<file path="config.mk">
export PLATFORM = sky130hd
export DESIGN_NAME = game_sequencer
export DESIGN_NICKNAME = d
export VERILOG_FILES = /design/src/rtl/game_pkg.sv /design/src/rtl/game_lfsr16.sv /design/src/rtl/game_sequencer.sv
export SDC_FILE = /design/constraint.sdc
export NUM_CORES = 1
export LEC_CHECK = 0
export ABC_AREA = 1
export ABC_CLOCK_PERIOD_IN_PS = 2310
export CAP_MARGIN = 20
export CORE_UTILIZATION = 35
export DETAILED_ROUTE_END_ITERATION = 6
export GPL_TIMING_DRIVEN = 0
export PLACE_DENSITY = 0.62
export SYNTH_ARGS = -nofsm -noshare
export SYNTH_HDL_FRONTEND = slang
export SYNTH_SLANG_ARGS = --single-unit
</file>
<file path="constraint.sdc">
create_clock -name clk -period 2.31 [get_ports clk]
set_input_delay 0.462 -clock clk [delete_from_list [all_inputs] [get_ports clk]]
set_output_delay 0.462 -clock clk [all_outputs]
set_load 0.1 [all_outputs]
</file>
<file path="src/rtl/game_pkg.sv">
// Shared definitions for the reaction-time game sequencer.
//   state_t        : sequencer phases (IDLE, COUNT, ARMED, GO, DONE)
//   SEL_*          : 2-bit game_select codes consumed by the display mux
//   LFSR_SEED      : reset value of the delay-randomising LFSR
//   game_sel_of()  : maps a phase onto its display code
package game_pkg;

  typedef enum logic [2:0] {
    IDLE  = 3'd0,
    COUNT = 3'd1,
    ARMED = 3'd2,
    GO    = 3'd3,
    DONE  = 3'd4
  } state_t;

  localparam logic [1:0] SEL_IDLE  = 2'b00;
  localparam logic [1:0] SEL_COUNT = 2'b01;
  localparam logic [1:0] SEL_GAME  = 2'b10;
  localparam logic [1:0] SEL_DONE  = 2'b11;

  localparam logic [15:0] LFSR_SEED = 16'hACE1;

  // ARMED and GO share one display code.
  function automatic logic [1:0] game_sel_of(input state_t s);
    case (s)
      COUNT:    game_sel_of = SEL_COUNT;
      ARMED,
      GO:       game_sel_of = SEL_GAME;
      DONE:     game_sel_of = SEL_DONE;
      default:  game_sel_of = SEL_IDLE;
    endcase
  endfunction

endpackage

</file>
<file path="src/rtl/game_lfsr16.sv">
// Free-running 16-bit Fibonacci LFSR (taps 16,14,13,11) used to randomise the
// armed delay. Advances every clock, including while the game is idle, so the
// value captured on entry to ARMED depends on how long the player waited.
// Ports:
//   clk    in   system clock
//   reset  in   synchronous, active-high; loads LFSR_SEED
//   value  out  current 16-bit LFSR state (never all-zero)
module game_lfsr16
  import game_pkg::*;
(
  input  logic        clk,
  input  logic        reset,
  output logic [15:0] value
);

  logic feedback;

  // Tap positions 16,14,13,11 are bits 15,13,12,10; maximal length, so a
  // non-zero seed never reaches the all-zero lockup state.
  assign feedback = value[15] ^ value[13] ^ value[12] ^ value[10];

  always_ff @(posedge clk) begin
    if (reset) begin
      value <= LFSR_SEED;
    end else begin
      value <= {value[14:0], feedback};
    end
  end

endmodule

</file>
<file path="src/rtl/game_sequencer.sv">
// Phase controller for the reaction-time game:
//   idle -> countdown -> armed (random delay) -> go (timing) -> done
// Measures the player's reaction time in ms from tick_1ms enable pulses.
// All outputs are registered; a phase change is visible one clock after the
// input that caused it.
// Ports:
//   clk, reset (sync, active-high), tick_1ms (1 ms enable pulse),
//   start_btn / player_btn (debounced 1-cycle pulses),
//   game_select[1:0] (00 idle, 01 countdown, 10 armed/go, 11 done),
//   countdown_value[3:0], go_led, reaction_ms[15:0], result_valid (pulse on
//   entry to DONE), timeout, false_start.
// Optional feature: define FALSE_START_DETECT_EN to end the game when the
// player presses during ARMED; otherwise that press is ignored and
// false_start is tied low.
module game_sequencer
  import game_pkg::*;
#(
  parameter int          COUNTDOWN_SECS = 3,
  parameter int          MS_PER_SEC     = 1000,
  parameter int          MIN_DELAY_MS   = 1000,
  parameter logic [15:0] DELAY_MASK     = 16'h07FF,
  parameter int          MAX_MS         = 9999
) (
  input  logic        clk,
  input  logic        reset,
  input  logic        tick_1ms,
  input  logic        start_btn,
  input  logic        player_btn,
  output logic [1:0]  game_select,
  output logic [3:0]  countdown_value,
  output logic        go_led,
  output logic [15:0] reaction_ms,
  output logic        result_valid,
  output logic        timeout,
  output logic        false_start
);

  localparam logic [15:0] MS_LAST   = 16'(MS_PER_SEC - 1);
  localparam logic [15:0] MIN_DELAY = 16'(MIN_DELAY_MS);
  localparam logic [15:0] MAX_CNT   = 16'(MAX_MS);
  localparam logic [3:0]  SECS      = 4'(COUNTDOWN_SECS);

  state_t      state, state_nxt;
  logic [15:0] ms_cnt, ms_nxt;
  logic [15:0] delay_cnt, delay_nxt;
  logic [15:0] lfsr_value;
  logic [15:0] react_inc;
  logic [3:0]  cv_nxt;
  logic [15:0] react_nxt;
  logic        go_nxt, rv_nxt, to_nxt;
`ifdef FALSE_START_DETECT_EN
  logic        fs_nxt;
`endif

  game_lfsr16 u_lfsr (
    .clk   (clk),
    .reset (reset),
    .value (lfsr_value)
  );

  assign react_inc = reaction_ms + 16'd1;

  always_comb begin
    state_nxt = state;
    cv_nxt    = countdown_value;
    ms_nxt    = ms_cnt;
    delay_nxt = delay_cnt;
    react_nxt = reaction_ms;
    go_nxt    = go_led;
    rv_nxt    = 1'b0;
    to_nxt    = timeout;
`ifdef FALSE_START_DETECT_EN
    fs_nxt    = false_start;
`endif
    case (state)
      // A start from DONE is a full restart, identical to a start from IDLE.
      IDLE, DONE: begin
        if (start_btn) begin
          state_nxt = COUNT;
          cv_nxt    = SECS;
          ms_nxt    = '0;
          react_nxt = '0;
          go_nxt    = 1'b0;
          to_nxt    = 1'b0;
`ifdef FALSE_START_DETECT_EN
          fs_nxt    = 1'b0;
`endif
        end
      end
      COUNT: begin
        if (tick_1ms) begin
          if (ms_cnt == MS_LAST) begin
            ms_nxt = '0;
            cv_nxt = countdown_value - 4'd1;
            if (countdown_value == 4'd1) begin
              state_nxt = ARMED;
              delay_nxt = MIN_DELAY + (lfsr_value & DELAY_MASK);
            end
          end else begin
            ms_nxt = ms_cnt + 16'd1;
          end
        end
      end
      ARMED: begin
`ifdef FALSE_START_DETECT_EN
        if (player_btn) begin
          state_nxt = DONE;
          fs_nxt    = 1'b1;
          react_nxt = '0;
          rv_nxt    = 1'b1;
        end else
`endif
        if (tick_1ms) begin
          delay_nxt = delay_cnt - 16'd1;
          if (delay_cnt == 16'd1) begin
            state_nxt = GO;
            react_nxt = '0;
            go_nxt    = 1'b1;
          end
        end
      end
      GO: begin
        // A press coincident with a tick wins: the tick is not counted.
        if (player_btn) begin
          state_nxt = DONE;
          go_nxt    = 1'b0;
          rv_nxt    = 1'b1;
        end else if (tick_1ms) begin
          react_nxt = react_inc;
          if (react_inc >= MAX_CNT) begin
            react_nxt = MAX_CNT;
            state_nxt = DONE;
            go_nxt    = 1'b0;
            to_nxt    = 1'b1;
            rv_nxt    = 1'b1;
          end
        end
      end
      default: begin
        state_nxt = IDLE;
      end
    endcase
  end

  always_ff @(posedge clk) begin
    if (reset) begin
      state           <= IDLE;
      game_select     <= SEL_IDLE;
      countdown_value <= '0;
      ms_cnt          <= '0;
      delay_cnt       <= '0;
      reaction_ms     <= '0;
      go_led          <= 1'b0;
      result_valid    <= 1'b0;
      timeout         <= 1'b0;
    end else begin
      state           <= state_nxt;
      game_select     <= game_sel_of(state_nxt);
      countdown_value <= cv_nxt;
      ms_cnt          <= ms_nxt;
      delay_cnt       <= delay_nxt;
      reaction_ms     <= react_nxt;
      go_led          <= go_nxt;
      result_valid    <= rv_nxt;
      timeout         <= to_nxt;
    end
  end

`ifdef FALSE_START_DETECT_EN
  always_ff @(posedge clk) begin
    if (reset) begin
      false_start <= 1'b0;
    end else begin
      false_start <= fs_nxt;
    end
  end
`else
  assign false_start = 1'b0;
`endif

endmodule

</file>
==> out/metrics.csv <==
stage;metric;value;unit
critical_path;nature of the critical path endpoint;output pin;
sta;Max-slew headroom;0.353;
sta;Slew Viols, Final;0;
grt;GRT Overall Usage;0.172;
synthesis;ys async rst share;0;
finish;share of layout cells above drive strength 1;0.112;
grt;pin count of the biggest net entering global routing;15;
critical_path;critical path type;reg2out;
placed_design;Port Buffers;29;
floorplan;die area;11900;µm²
power_and_ir_drop;pwr dens;683;nW/µm²
clock_tree;clock buffer depth;2;
sta;skew final;0.0119;ns
sta;Final min period;2.26;ns
finish;post-layout util;0.437;
route;Post-DRT Antenna Nets;0;
placed_design;placed cell count;740;
clock_tree;clk sinks;76;
synthesis;EDFF count, synth;0;
sta;unrepaired setup endpoints after global routing;false;
route;final wirelength;9340;µm
placed_design;Place WS;-0.200;ns
critical_path;Critical Path RT;1.85;ns
grt;first-pass GRT wire length;16000;µm
worst_hold_path;hold path depth;1;
floorplan;Chip Height;109;µm
route;via/cell ratio;4.90;
critical_path;Worst Path Arrival;1.80;ns
route;drt wl/cell;12.4;µm
sta;final setup fails;0;
critical_path;worst stage delay on the critical path;1.13;ns
clock_tree;CTS tree;built;
clock_tree;CTS buffer count;9;
synthesis;sequential-to-total area share from yosys stat;0.380;
critical_path;worst-path cell chain;clkdlybuf4s50_1;
synthesis;Synth Warn #;0;
finish;ANT cells;0;
clock_tree;number of H-tree levels;3;
floorplan;# rows;38;
grt;gr ovfl total;0;
finish;post-route non-filler standard cell count;756;
route;DR DRC count;0;
placed_design;detailed placer's ending HPWL;6890;µm
clock_tree;Post-CTS Setup Bufs;0;
route;DRT Pass-1 Iters;4;
synthesis;post-synthesis net count;584;
finish;nets;624;
floorplan;Starting Density;0.365;
synthesis;synthesized area;4010;µm²
worst_hold_path;worst hold-check path type;reg2reg;
clock_tree;Worst-Skew Late Latency;0.34;ns
power_and_ir_drop;Leak Pwr;0.00203;µW
status;outcome;finished clean;
critical_path;Slowest-stage cell, CP;clkdlybuf4s50_1;
synthesis;ys flop type;dfxtp_1;
sta;achievable frequency;442;MHz
power_and_ir_drop;Worst VDD drop;0.333;mV
route;DR iter-0 viols;193;
clock_tree;Worst-path clk slew;0.06;ns
flow_run;maxcap violations;0;
grt;initial antenna violation count;0;
route;via count;3702;
placed_design;gpl congestion;0.844;
critical_path;delay-heaviest family, CP;buffers and inverters;
floorplan;Chip Width;109;µm
critical_path;worst path buffer plus inverter count;1;
synthesis;Mapped Cells;571;
finish;area delta synth->final;19.9;%
clock_tree;hold buffers post-CTS;0;
critical_path;Startpoint Class;register;
critical_path;R2R depth;14;
critical_path;critical path fanouts, max;2;
synthesis;Netlist cell types;43;
synthesis;Synth Register Bits;76;
grt;number of global-route vias before repair;3558;
power_and_ir_drop;power after layout;3280;µW
floorplan;Ports;31;
sta;Tightest Pin Transition;0.967;ns
sta;Setup WS post-layout;0.0482;ns
synthesis;Synth Area per Inst;7.02;µm²
sta;total negative setup slack;0;ns
clock_tree;clock root buffer;clkbuf_16;
floorplan;Core Area;11000;µm²
sta;final worst path period share;0.979;
sta;Final Hold Fails;0;
finish;number of fill cells in the layout;1122;
critical_path;Stages on worst setup path;1;
## state kept, by name, indices dropped and copies added, names as in the netlist
register and cells:
ms_cnt 16, go_led 1, countdown_value 4, state 3
delay_cnt 16, u_lfsr.value 16, timeout 1, reaction_ms 16
game_select 2, result_valid 1
## metrics by stage
step                      hold slack (ns)  cell area [µm²]
after CTS                           0.418             4790
after global placement              0.393             4490
after detailed placement            0.407             4490
after global routing                0.456             4800
after floorplan                     0.388             4020
final                               0.415             4800
## Yosys cell counts, types with 2 or more instances
library cell / instances / share of area
nand2_1: 122 / 0.11
dfxtp_1: 76 / 0.38
inv_1: 66 / 0.062
nor2_1: 61 / 0.057
a21oi_1: 45 / 0.056
nand3_1: 36 / 0.045
o21ai_0: 25 / 0.031
nor3_1: 16 / 0.020
nand4_1: 14 / 0.022
xor2_1: 12 / 0.026
a211oi_1: 8 / 0.015
ha_1: 8 / 0.025
inv_2: 8 / 0.0075
clkbuf_1: 7 / 0.0066
xnor2_1: 7 / 0.015
or2_2: 6 / 0.0094
nor2_2: 5 / 0.0078
nand2_2: 4 / 0.0062
o211ai_1: 4 / 0.0075
nand3_2: 3 / 0.0075
nand3b_1: 3 / 0.0056
nor2_4: 3 / 0.0084
nor4_1: 3 / 0.0047
o21a_1: 3 / 0.0056
o21ai_1: 3 / 0.0037
a31oi_1: 2 / 0.0031
buf_2: 2 / 0.0025
buf_4: 2 / 0.0037
nor3b_1: 2 / 0.0037
o21ai_2: 2 / 0.0044
## cell families (layout without fill, tap and decap cells)
| family | after synthesis | in the layout | synth area share |
|---|---|---|---|
| DFF | 76 | 76 | 0.380 |
| and+or+nand+nor | 282 | 282 | 0.327 |
| other | 1 | 1 | 0.000936 |
| xor gates and xnor gates | 19 | 19 | 0.0415 |
| adders and majority gates | 8 | 8 | 0.0250 |
| buffers and inverters | 86 | 131 | 0.0830 |
| AOI/OAI and AO/OA | 99 | 99 | 0.143 |
## cell usage in the layout, fill, tap and decap left out, types with 4 or more instances in the layout
| master | netlist | final |
|---|---|---|
| nand2_1 | 122 | 122 |
| inv_1 | 66 | 66 |
| dfxtp_1 | 76 | 64 |
| nor2_1 | 61 | 61 |
| a21oi_1 | 45 | 45 |
| nand3_1 | 36 | 36 |
| o21ai_0 | 25 | 25 |
| nor3_1 | 16 | 16 |
| dlygate4sd2_1 | 0 | 16 |
| nand4_1 | 14 | 14 |
| xor2_1 | 12 | 12 |
| dfxtp_2 | 0 | 12 |
| clkdlybuf4s50_1 | 0 | 10 |
| clkbuf_16 | 0 | 9 |
| inv_2 | 8 | 8 |
| a211oi_1 | 8 | 8 |
| ha_1 | 8 | 8 |
| xnor2_1 | 7 | 7 |
| clkbuf_1 | 7 | 7 |
| or2_2 | 6 | 6 |
| nor2_4 | 3 | 4 |
| nor2_2 | 5 | 4 |
| nand2_2 | 4 | 4 |
| o211ai_1 | 4 | 4 |
## routing by layer
layer  track usage  vias to the layer above  share of wire
li1              -                     1958              -
met1         0.210                     1675           0.47
met2         0.299                       59           0.48
met3        0.0329                       10          0.033
met4        0.0618                        0          0.014
met5             0                        -              0
## final timing paths
kind,startpoint,endpoint,slack [ns]
worst max-delay path,countdown_value[1]$_SDFFE_PP0P_,countdown_value[1],0.05
worst min-delay path,u_lfsr.value[14]$_SDFF_PP0_,u_lfsr.value[15]$_SDFF_PP1_,0.42
worst max register to register,reaction_ms[1]$_SDFFE_PP0P_,game_select[1]$_SDFF_PP0_,0.26
worst min register to register,u_lfsr.value[14]$_SDFF_PP0_,u_lfsr.value[15]$_SDFF_PP1_,0.42
## report_power, final
group / switching [µW] / total, µW / leakage (µW) / internal [µW]
logic: 263 / 373 / 0.00125 / 111
registers: 25.9 / 1380 / 0.000625 / 1350
clock network: 582 / 1530 / 0.000156 / 952
total: 870 / 3280 / 0.00203 / 2410
## final cells by class
class	count	area, µm²	area share
repair buffers	29	278	0.0578
inverters	75	282	0.0586
clock inverters	7	98.8	0.0206
plain buffers	11	51.3	0.0107
multi-input cells	409	2160	0.449
well taps	140	175	0.0365
flip-flops and latches	76	1540	0.320
clock buffers	9	225	0.0469
## repair_timing
item	in CTS	in global routing
cloned	0	0
hold endpoints to repair	0	0
gates resized for setup	16	4
setup endpoints to repair	16	11
pin swaps	0	0
Note: power is estimated with default switching activity, not from simulation.
